File: config.mk
export PLATFORM = sky130hd
export DESIGN_NAME = block_state_manager
export DESIGN_NICKNAME = d
export VERILOG_FILES = /design/src/rtl/block_state_manager.sv
export SDC_FILE = /design/constraint.sdc
export NUM_CORES = 1
export LEC_CHECK = 0
export BUFFER_PORTS_ARGS = -buffer_cell sky130_fd_sc_hd__buf_2
export CAP_MARGIN = 20
export CORE_MARGIN = 5
export CORE_UTILIZATION = 45
export DETAILED_ROUTE_END_ITERATION = 8
export GPL_ROUTABILITY_DRIVEN = 0
export HOLD_SLACK_MARGIN = 0.02
export PLACE_DENSITY = 0.67
export SYNTH_ARGS = -nofsm -noshare
export SYNTH_HDL_FRONTEND = slang
export SYNTH_SLANG_ARGS = --single-unit
File: constraint.sdc
create_clock -name clk -period 28.6 [get_ports clk]
set_input_delay 7.15 -clock clk [delete_from_list [all_inputs] [get_ports clk]]
set_output_delay 7.15 -clock clk [all_outputs]
set_load 0.005 [all_outputs]
File: src/rtl/block_state_manager.sv
// Brick occupancy owner for the breakout field: maps ball-contact pixel queries
// to brick indices with a subtract-based divider, clears hit bricks and counts survivors.
module block_state_manager #(
  parameter int BORDER_WIDTH   = 8,
  parameter int BLOCK_WIDTH    = 48,
  parameter int BLOCK_HEIGHT   = 16,
  parameter int BLOCKS_PER_ROW = 13,
  parameter int NUM_ROWS       = 16,
  parameter int NUM_BLOCKS     = BLOCKS_PER_ROW * NUM_ROWS
) (
  input  logic                  clk,
  input  logic                  rst,
  input  logic                  level_load,
  input  logic                  query_valid,
  output logic                  query_ready,
  input  logic [9:0]            query_x,
  input  logic [8:0]            query_y,
  output logic                  resp_valid,
  output logic                  resp_hit,
  output logic [7:0]            resp_idx,
  output logic [NUM_BLOCKS-1:0] block_state,
  output logic [7:0]            blocks_remaining,
  output logic                  all_cleared
);

  localparam int ROW_SHIFT = $clog2(BLOCK_HEIGHT);

  localparam logic [9:0] X_LO = 10'(BORDER_WIDTH);
  localparam logic [9:0] X_HI = 10'(BORDER_WIDTH + BLOCKS_PER_ROW * BLOCK_WIDTH);
  localparam logic [8:0] Y_LO = 9'(BORDER_WIDTH);
  localparam logic [8:0] Y_HI = 9'(BORDER_WIDTH + NUM_ROWS * BLOCK_HEIGHT);
  localparam logic [9:0] BW   = 10'(BLOCK_WIDTH);
  localparam logic [7:0] BPR  = 8'(BLOCKS_PER_ROW);
  localparam logic [7:0] FULL = 8'(NUM_BLOCKS);

  typedef enum logic [1:0] {
    IDLE   = 2'd0,
    DIVIDE = 2'd1,
    LOOKUP = 2'd2,
    RESP   = 2'd3
  } state_t;

  state_t state_reg, state_next;

  logic [9:0]            x_rel_reg, x_rel_next;
  logic [3:0]            row_reg, row_next;
  logic [3:0]            col_reg, col_next;
  logic                  resp_valid_reg, resp_valid_next;
  logic                  resp_hit_reg, resp_hit_next;
  logic [7:0]            resp_idx_reg, resp_idx_next;
  logic [7:0]            remaining_reg, remaining_next;
  logic                  last_clear_reg, last_clear_next;
  logic                  all_cleared_reg, all_cleared_next;
  logic [NUM_BLOCKS-1:0] block_state_reg, block_state_next;

  logic       accept;
  logic       in_field;
  logic [8:0] y_off;
  logic [7:0] lookup_idx;
  logic       lookup_bit;
  logic       clear_en;

  assign query_ready = (state_reg == IDLE);
  assign accept      = query_valid && query_ready && !level_load;
  assign in_field    = (query_x >= X_LO) && (query_x < X_HI) &&
                       (query_y >= Y_LO) && (query_y < Y_HI);
  assign y_off       = query_y - Y_LO;
  assign lookup_idx  = 8'(row_reg) * BPR + 8'(col_reg);
  assign lookup_bit  = block_state_reg[lookup_idx];

  always_comb begin
    state_next       = state_reg;
    x_rel_next       = x_rel_reg;
    row_next         = row_reg;
    col_next         = col_reg;
    resp_valid_next  = 1'b0;
    resp_hit_next    = resp_hit_reg;
    resp_idx_next    = resp_idx_reg;
    remaining_next   = remaining_reg;
    clear_en         = 1'b0;
    // The "last brick gone" flag lives one cycle so the pulse trails the clear.
    last_clear_next  = 1'b0;
    all_cleared_next = last_clear_reg;

    case (state_reg)
      IDLE: begin
        if (accept) begin
          if (in_field) begin
            state_next = DIVIDE;
            x_rel_next = query_x - X_LO;
            row_next   = 4'(y_off >> ROW_SHIFT);
            col_next   = 4'd0;
          end else begin
            state_next      = RESP;
            resp_valid_next = 1'b1;
            resp_hit_next   = 1'b0;
            resp_idx_next   = 8'd0;
          end
        end
      end
      DIVIDE: begin
        if (x_rel_reg >= BW) begin
          x_rel_next = x_rel_reg - BW;
          col_next   = col_reg + 4'd1;
        end else begin
          state_next = LOOKUP;
        end
      end
      LOOKUP: begin
        state_next      = RESP;
        resp_valid_next = 1'b1;
        resp_idx_next   = lookup_idx;
        resp_hit_next   = lookup_bit;
        if (lookup_bit) begin
          clear_en        = 1'b1;
          remaining_next  = remaining_reg - 8'd1;
          last_clear_next = (remaining_reg == 8'd1);
        end
      end
      RESP: begin
        state_next = IDLE;
      end
      default: begin
        state_next = IDLE;
      end
    endcase

    // A refill overrides everything, including an in-flight query.
    if (level_load) begin
      state_next       = IDLE;
      resp_valid_next  = 1'b0;
      remaining_next   = FULL;
      clear_en         = 1'b0;
      last_clear_next  = 1'b0;
      all_cleared_next = 1'b0;
    end
  end

  genvar gi;
  generate
    for (gi = 0; gi < NUM_BLOCKS; gi++) begin : g_brick
      assign block_state_next[gi] = level_load |
        (block_state_reg[gi] & ~(clear_en && (lookup_idx == 8'(gi))));
    end
  endgenerate

  always_ff @(posedge clk or posedge rst) begin
    if (rst) begin
      state_reg <= IDLE;
    end else begin
      state_reg <= state_next;
    end
  end

  always_ff @(posedge clk or posedge rst) begin
    if (rst) begin
      x_rel_reg       <= '0;
      row_reg         <= '0;
      col_reg         <= '0;
      resp_valid_reg  <= 1'b0;
      resp_hit_reg    <= 1'b0;
      resp_idx_reg    <= '0;
      remaining_reg   <= '0;
      last_clear_reg  <= 1'b0;
      all_cleared_reg <= 1'b0;
      block_state_reg <= '0;
    end else begin
      x_rel_reg       <= x_rel_next;
      row_reg         <= row_next;
      col_reg         <= col_next;
      resp_valid_reg  <= resp_valid_next;
      resp_hit_reg    <= resp_hit_next;
      resp_idx_reg    <= resp_idx_next;
      remaining_reg   <= remaining_next;
      last_clear_reg  <= last_clear_next;
      all_cleared_reg <= all_cleared_next;
      block_state_reg <= block_state_next;
    end
  end

  assign resp_valid       = resp_valid_reg;
  assign resp_hit         = resp_hit_reg;
  assign resp_idx         = resp_idx_reg;
  assign block_state      = block_state_reg;
  assign blocks_remaining = remaining_reg;
  assign all_cleared      = all_cleared_reg;

endmodule

Word-level counts from Yosys, hierarchy flattened --
Cells that the tools add are included.
Cells by class: add/sub/neg operators 6, $mul 1, order comparisons 6, equality and inequality tests 217, multiplexer cells 35, bitwise gates (word level) 624, reductions and logical operators 225
Operators with widths (number):
- $eq A8 B8 Y1 const B | 80
- $eq A8 B7 Y1 const B | 64
- $eq A8 B6 Y1 const B | 32
- $logic_and A1 B1 Y1 | 213
- $and A1 B1 Y1 | 208
- $not A1 Y1 | 208
- $or A1 B1 Y1 | 208
- $eq A8 B5 Y1 const B | 16
- $eq A8 B4 Y1 const B | 8
- $mux W8 | 5
- $eq A8 B3 Y1 const B | 4
- $mux W10 | 3
- $pmux W10 S2 | 1
- $eq A8 B1 Y1 const B | 2
- $eq A8 B2 Y1 const B | 2
- $pmux W8 S2 | 1
- $mux W1 | 13
- $mux W4 | 3
- $ge A10 B4 Y1 const B | 1
- $ge A10 B6 Y1 const B | 1
- $lt A10 B10 Y1 const B | 1
- $sub A10 B4 Y10 const B | 1
- $sub A10 B6 Y10 const B | 1
- $ge A9 B4 Y1 const B | 1
- other kinds (25) | 37
Word-level totals: flip-flop bits (word level) 248, bits of input ports 23, output and inout port bits 228, logic and storage cells 1125

Longest topological paths before layout --
Gate-level depths: netlist of the first run.
depth in word-level cells 11, gate-level depth with buffers 17, depth with buffers taken out 15

Worst setup path after synthesis of the first run --
No wires, ideal clock.
path kind input-to-reg, start in query_y[3], end reg x_rel_reg[7], setup time 0.137 ns, arrival 9.448 ns, required time 28.463 ns, setup slack 19.014 ns, stages 11, buffers on the path 1, cells stage by stage inv_1 ha_1 nand2b_1 or3_1 a221o_1 nor3_1 o21a_1 clkbuf_1 nand3_1 o21ai_0 a21oi_1
On the way: word-level cells in the longest chain between the ends 5, elaborated cells on any way between the ends 6, those cells by class order compare (2); eq/ne (1); reduce/logical (3)
Ends and longest elaborated chain:
- start, declared | RTL line 17 | input logic [8:0] query_y,
- $ge A9 B4 Y1 | RTL line 66 | (query_y >= Y_LO) && (query_y < Y_HI);
- $logic_and A1 B1 Y1 | RTL line 65 | assign in_field = (query_x >= X_LO) && (query_x < X_HI) &&
- $logic_and A1 B1 Y1 (*) | RTL line 66
- $ne A2 B1 Y1 (no source line) (*)
- $reduce_and A4 Y1 (no source line) (*)
- end signal, assigned | RTL line 168 | x_rel_reg <= x_rel_next;
- end, declared | RTL line 45 | logic [9:0] x_rel_reg, x_rel_next;
Every way passes the cells marked *; elsewhere a longest branch is shown, timed or not. A chain may end at the register's enable or synchronous reset.

Worst setup path in the final report of the first run --
start in query_y[3], end reg x_rel_reg[8]
Same word-level chain as after synthesis.

==> results.yml, run 1 <==
status:
  status: "finished, final reports clean"
placement:
  placed_cell_area_um2: 13600
  io_buffers: 250
  dp.final_hpwl_mm: 28.5
worst_setup_path:
  criticalPathCategory: "in2reg"
  cp_slowest_cell: "nor3_1"
  cp.arrival_ns: 10.11
  critPathMaxStageDelay_ns: 0.75
  start_kind: "input port"
  reg2regPathDepth: 14
  worst_path_most_repeated_cell: "nand2b_1"
  critPathCaptureType: "flip-flop"
  required_ns: 28.98
  worstPathCellList: "buf_2 -> inv_1 -> ha_1 -> nand2b_1 -> or3_1 -> a221o_1 -> nor3_1 -> o21a_1 -> nand2b_1 -> o32ai_1 -> a21oi_1"
  crit_path_max_fanout: 12
pwr:
  p_leak_nw: 5.43
  ir_worst_vdd_mv: 0.248
  pwr_density_cell_nw_per_um2: 131
clocking:
  cts_tree: "done"
  cts_sinks: 244
  cts-root-to-sink-buffers: 3
  post_cts_buffers: 0
  cts_resized: 0
  root_buffer: "clkbuf_16"
  htree_levels: 1
  numCtsBuffers: 26
  cts.clk_slew.worst_paths_ns: 0.06
  ctsHoldBuffers: 0
  worstSkewPairLatency_ns: 0.53
synth:
  ys_seq_area_share_pct: 50.2
  ys_top_cells_by_count: "295 x nor2_1, 244 x dfrtp_1, 203 x a21oi_1, 78 x nand2_1, 46 x clkbuf_1"
  yosysMostFrequentCell: "nor2_1"
  ys_ff_latch: 244
  syn_nets: 1301
  syn_inst: 1246
  avgSynthCellArea_um2: 9.77
  synth_warnings: 0
  netlist_area_um2: 12200
  yosys.cell_types.count: 66
  synth.area.top_cells: "dfrtp_1 50%, nor2_1 9.1%, a21oi_1 8.3%"
  synth-async-reset-ratio_pct: 100
  yosysTopAreaCell: "dfrtp_1"
  ys.flop_type: "dfrtp_1"
  synth_top_cell_area_share_pct: 50.2
  synth_edf_count: 0
timing:
  fin_crit_ns: 9.73
  finalSetupTns_ns: 0
  drv_slew: 0
  setup_viol: 0
  hold_violations: 0
  worst_slew_pin_slew_ns: 1.08
  clock.fmax_ghz: 0.103
  slew_headroom_pct: 28.0
  clock_skew_ns: 0.0100
  rsz0062_at_grt: "false"
  period_share_pct: 34.0
drt:
  vias_per_cell: 5.81
  final_antenna_net_count: 0
  drt-initial-drc-count: 1095
  dr_total_vias: 10600
  routed_wl_mm: 40.6
  drt_first_pass_iters: 5
  routedWlPerCell_um: 22.4
  post-route-drc-count: 0
floorplan:
  fp.dieH_um: 174
  die-area_um2: 30400
  core_um2: 26800
  fp-row-count: 60
  die_x_um: 174
  ios: 251
  start_util_pct: 45.4
global_routing:
  grt.total_usage_pct: 26.1
  grt_max_degree: 131
  grt_overflow: 0
  grt_pass1_vias: 10400
  antenna_found_initial: 0
  grt_pass1_wl_mm: 63.0
layout:
  fin_nets: 1509
  fin_area_um2: 14500
  syn_to_final_growth_pct: 19.2
  drive_gt1_share_pct: 26.9
  n_antenna_cell: 0
  largest_reg_flops: 208
hold_path:
  holdCritPathClass: "reg2reg"
  holdPathStages: 1
run:
  maxCapViolCount: 0
-- metrics by stage --
stage	power (W)	util, %	cells	hold WS [ns]	setup slack [ns]
2_1_floorplan	0.00126	-	1246	0.439	14.75
3_3_place_gp	0.00153	50.7	1766	0.478	18.48
3_5_place_dp	0.00155	50.7	1766	0.492	18.34
4_1_cts	0.00189	54.0	1814	0.505	18.86
5_1_grt	0.00201	54.1	1815	0.524	18.55
6_report	0.00191	54.1	1815	0.497	18.87
-- cells in the final DEF (no fill, tap or decap), types with 17 or more instances in the layout --
| master | count |
|---|---|
| nand2_1 | 78 |
| a21oi_2 | 21 |
| buf_2 | 249 |
| mux2i_1 | 31 |
| inv_1 | 19 |
| a21oi_1 | 203 |
| nand3_1 | 37 |
| dfrtp_1 | 244 |
| clkbuf_16 | 27 |
| o21ai_0 | 17 |
| nor2_1 | 295 |
| mux4_2 | 37 |
| ha_1 | 28 |
-- power breakdown --
part	leakage (nW)	switching (W)	internal [W]
Clock	0.443	0.000139	0.000206
Combinational	2.72	0.000797	0.000371
Sequential	2.27	0.0000234	0.000369
-- cells by family after synthesis --
logic type	share of synthesized area [%]
flip-flops	50.2
AND/OR/NAND/NOR	16.7
AO/OA/AOI/OAI	14.5
multiplexers	10.2
adder cells (fa/ha/maj)	3.41
buffers and inverters	4.07
XOR/XNOR	0.864
-- path summary, 6_finish.rpt --
kind | startpoint | endpoint | slack (ns)
max in group asynchronous | rst | block_state[163]$_DFF_PP0_ | 19.93
setup / recovery | query_y[3] | x_rel_reg[8]$_DFFE_PP0P_ | 18.87
min in group asynchronous | rst | all_cleared$_DFF_PP0_ | 6.71
hold / removal | last_clear_reg$_DFF_PP0_ | all_cleared$_DFF_PP0_ | 0.50
hold reg to reg | last_clear_reg$_DFF_PP0_ | all_cleared$_DFF_PP0_ | 0.50
setup reg to reg | row_reg[1]$_DFFE_PP0P_ | block_state[128]$_DFF_PP0_ | 22.63
-- layer usage --
metal	routed length (um)	track usage, %	part of all wire [%]
met1	17500	37.7	43
met2	19200	41.7	47
met3	3310	4.70	8.2
met4	628	4.98	1.5
met5	0	0	0
-- worst max-delay path, delay by kind of cell --
kind,cells,cell delay (ns)
buf+inv,2,0.18
simple gates,4,1.39
compound gates,4,1.24
fa+ha+maj,1,0.17
-- layout make-up --
class,instances,area (um^2)
multi-input combinational,896,5600
fill,2411,12300
sequential,244,6110
clock inverter,4,22.5
tap,341,427
clock buffer,44,870
inverter,20,82.6
timing repair buffer,266,1400
Power figures use the tool's default switching activity.
==> run 2: changes to the inputs <==
--- a/config.mk
+++ b/config.mk
@@ -5,6 +5,7 @@
 export SDC_FILE = /design/constraint.sdc
 export NUM_CORES = 1
 export LEC_CHECK = 0
+export ABC_AREA = 1
 export BUFFER_PORTS_ARGS = -buffer_cell sky130_fd_sc_hd__buf_2
 export CAP_MARGIN = 20
 export CORE_MARGIN = 5
@@ -12,7 +13,7 @@
 export DETAILED_ROUTE_END_ITERATION = 8
 export GPL_ROUTABILITY_DRIVEN = 0
 export HOLD_SLACK_MARGIN = 0.02
-export PLACE_DENSITY = 0.67
+export PLACE_DENSITY = 0.68
 export SYNTH_ARGS = -nofsm -noshare
 export SYNTH_HDL_FRONTEND = slang
 export SYNTH_SLANG_ARGS = --single-unit
==> constraint.sdc (replaced) <==
create_clock -name clk -period 8.7 [get_ports clk]
set_input_delay 2.175 -clock clk [delete_from_list [all_inputs] [get_ports clk]]
set_output_delay 2.175 -clock clk [all_outputs]
set_load 0.005 [all_outputs]
==> run 2 against run 1 <==
Power increased to 2.9 times the previous value. Design area increased by 12%. Synthesized cell count increased by 72%. Worst setup slack got worse by 15 ns. Critical path depth increased by 9. Final cell count increased by 51%. Sequential power increased to 3.3 times the previous value. Register-to-register slack got worse by 19 ns. Via count increased by 35%. Combinational power increased to 2.6 times the previous value. Clock-buffer cell count decreased by 3. Non-clock buffer count decreased by 2. Critical endpoint is now block_state[97]$_DFF_PP0_. Largest power group unchanged. Highest routed layer unchanged.
==> results.yml, run 2 <==
status:
  status: "finished, final reports clean"
synth:
  synth.area.top_cells: "dfrtp_1 43%, nand2_1 28%, nor2_1 9.5%"
  avgSynthCellArea_um2: 6.58
  yosys.cell_types.count: 32
  syn_nets: 2204
  ys.flop_type: "dfrtp_1"
  synth_edf_count: 0
  syn_inst: 2149
  synth_warnings: 0
  yosysMostFrequentCell: "nand2_1"
  synth_top_cell_area_share_pct: 43.2
  ys_ff_latch: 244
  netlist_area_um2: 14100
  synth-async-reset-ratio_pct: 100
  ys_seq_area_share_pct: 43.2
  yosysTopAreaCell: "dfrtp_1"
  ys_top_cells_by_count: "1043 x nand2_1, 358 x nor2_1, 244 x dfrtp_1, 152 x inv_1, 65 x clkbuf_1"
worst_setup_path:
  critPathBufInv: 2
  worstPathCellList: "ha_1 -> ha_1 -> fa_1 -> ha_1 -> xnor2_1 -> nor2_2 -> nand2_1 -> nand2_1 -> nor2_1 -> nor2_1 -> nor2_1 -> nand2_1 -> nand2_1 -> nand2_1 -> nor2_4 -> buf_12 -> buf_4 -> nand2_1 -> nand2_1 -> nand2_1"
  timing.rr.end: "block_state[97]$_DFF_PP0_"
  cp.depth: 20
  start_kind: "flip-flop"
  cp_slowest_cell: "buf_4"
  criticalPathCategory: "reg2reg"
  cp.arrival_ns: 5.23
  worst_path_most_repeated_cell: "nand2_1"
  worstReg2RegStart: "row_reg[0]$_DFFE_PP0P_"
  required_ns: 9.11
  critPathMaxStageDelay_ns: 0.54
  r2r_slack_ns: 3.88
  critPathCaptureType: "flip-flop"
  critPathTopFamily: "simple AND/OR/NAND/NOR gates"
  cp-startpoint: "row_reg[0]$_DFFE_PP0P_"
  crit_path_max_fanout: 57
  reg2regPathDepth: 20
layout:
  fin_nets: 2376
  layout_common_cells: "1043 x nand2_1, 356 x nor2_1, 250 x buf_2"
  largest_reg_flops: 208
  syn_to_final_growth_pct: 15.2
  drive_gt1_share_pct: 13.9
  n_antenna_cell: 0
  final_common_cell: "nand2_1"
  nFillCells: 3151
global_routing:
  grt_pass1_vias: 13600
  grt.total_usage_pct: 27.1
  grt_overflow: 0
  grt_max_degree: 106
  grt_pass1_wl_mm: 76.9
  antenna_found_initial: 0
placement:
  dp.final_hpwl_mm: 31.4
  post-place-ws_ns: 3.51
  io_buffers: 250
timing:
  drv_slew: 0
  hold_violations: 0
  clock_skew_ns: 0.0162
  setup_viol: 0
  clock.fmax_ghz: 0.207
  slew_headroom_pct: 25.9
  finalSetupTns_ns: 0
  worst_slew_pin_slew_ns: 1.11
  period_share_pct: 55.4
  setup_slack_ns: 3.88
  fin_crit_ns: 4.82
  rsz0062_at_grt: "false"
pwr:
  p_leak_nw: 8.56
  pwr_density_cell_nw_per_um2: 338
  ir_worst_vdd_mv: 0.519
clocking:
  cts_tree: "done"
  htree_levels: 1
  cts-root-to-sink-buffers: 3
  ctsHoldBuffers: 0
  numCtsBuffers: 28
  root_buffer: "clkbuf_16"
  post_cts_buffers: 0
  cts.clk_slew.worst_paths_ns: 0.06
  cts_sinks: 244
  worstSkewPairLatency_ns: 0.55
  cts_resized: 0
floorplan:
  die_x_um: 187
  die-area_um2: 35100
  start_util_pct: 45.8
  fp-row-count: 64
  core_um2: 30800
  ios: 251
  fp.dieH_um: 187
hold_path:
  worstHoldStart: "last_clear_reg$_DFF_PP0_"
  holdPathStages: 2
  holdCritPathClass: "reg2reg"
  worstHoldEndpoint: "all_cleared$_DFF_PP0_"
drt:
  final_antenna_net_count: 0
  routed_wl_mm: 48.9
  vias_per_cell: 5.22
  dr_total_vias: 14300
  routedWlPerCell_um: 17.9
  drt-initial-drc-count: 1371
  drt_first_pass_iters: 6
  post-route-drc-count: 0
run:
  maxCapViolCount: 0
[run 2: area by class of cell]
cell class	instances	area (um^2)	area share [%]
multi-input combinational	1628	6790	41.7
tap	396	495	3.04
sequential	244	6110	37.5
inverter	155	591	3.63
timing repair buffer	264	1380	8.48
clock buffer	41	831	5.10
clock inverter	7	87.6	0.538
[run 2: how the worst max path moves through the flow]
stage | to | slack [ns]
2_1_floorplan | all_cleared$_DFF_PP0_ | 3.32
3_3_place_gp | block_state[79]$_DFF_PP0_ | 3.65
3_5_place_dp | block_state[55]$_DFF_PP0_ | 3.51
4_1_cts | block_state[55]$_DFF_PP0_ | 3.51
5_1_grt | block_state[118]$_DFF_PP0_ | 3.56
6_report | block_state[97]$_DFF_PP0_ | 3.88
[run 2: logic make-up after synthesis]
group | Yosys count | synth area share [%]
AO/OA/AOI/OAI | 127 | 4.76
XOR/XNOR | 12 | 0.797
adder cells (fa/ha/maj) | 32 | 2.94
buffers and inverters | 277 | 8.91
flip-flops | 244 | 43.2
AND/OR/NAND/NOR | 1457 | 39.4
[run 2: tightest hold or removal path, delay by kind of cell (launching register included)]
family,cells,cell delay [ns]
flops,1,0.32
simple gates,1,0.07
buf+inv,1,0.04
[run 2: routing by layer]
layer / wire length [um] / vias to the layer above / track usage [%]
li1: - / 6803 / -
met1: 20800 / 6693 / 38.2
met2: 22100 / 687 / 42.9
met3: 4270 / 96 / 4.63
met4: 1730 / 0 / 8.87
met5: 0 / - / 0
[run 2: per-stage QoR]
stage                     hold WS (ns)  cell area (um^2)  power, W  std cells  utilization [%]
after floorplan                  0.434             14100   0.00334       2149                -
after global placement           0.470             15300   0.00420       2685             49.8
after detailed placement         0.463             15300   0.00424       2686             49.8
after CTS                        0.475             16300   0.00543       2734             52.8
after global routing             0.503             16300   0.00578       2735             52.8
final                            0.469             16300   0.00550       2735             52.8
[run 2: power by group]
part / total [W] / leakage [nW] / internal (W) / switching, W
combinational: 0.00300 / 5.82 / 0.000521 / 0.00247
clock: 0.00119 / 0.452 / 0.000713 / 0.000475
sequential: 0.00131 / 2.28 / 0.00122 / 0.0000899
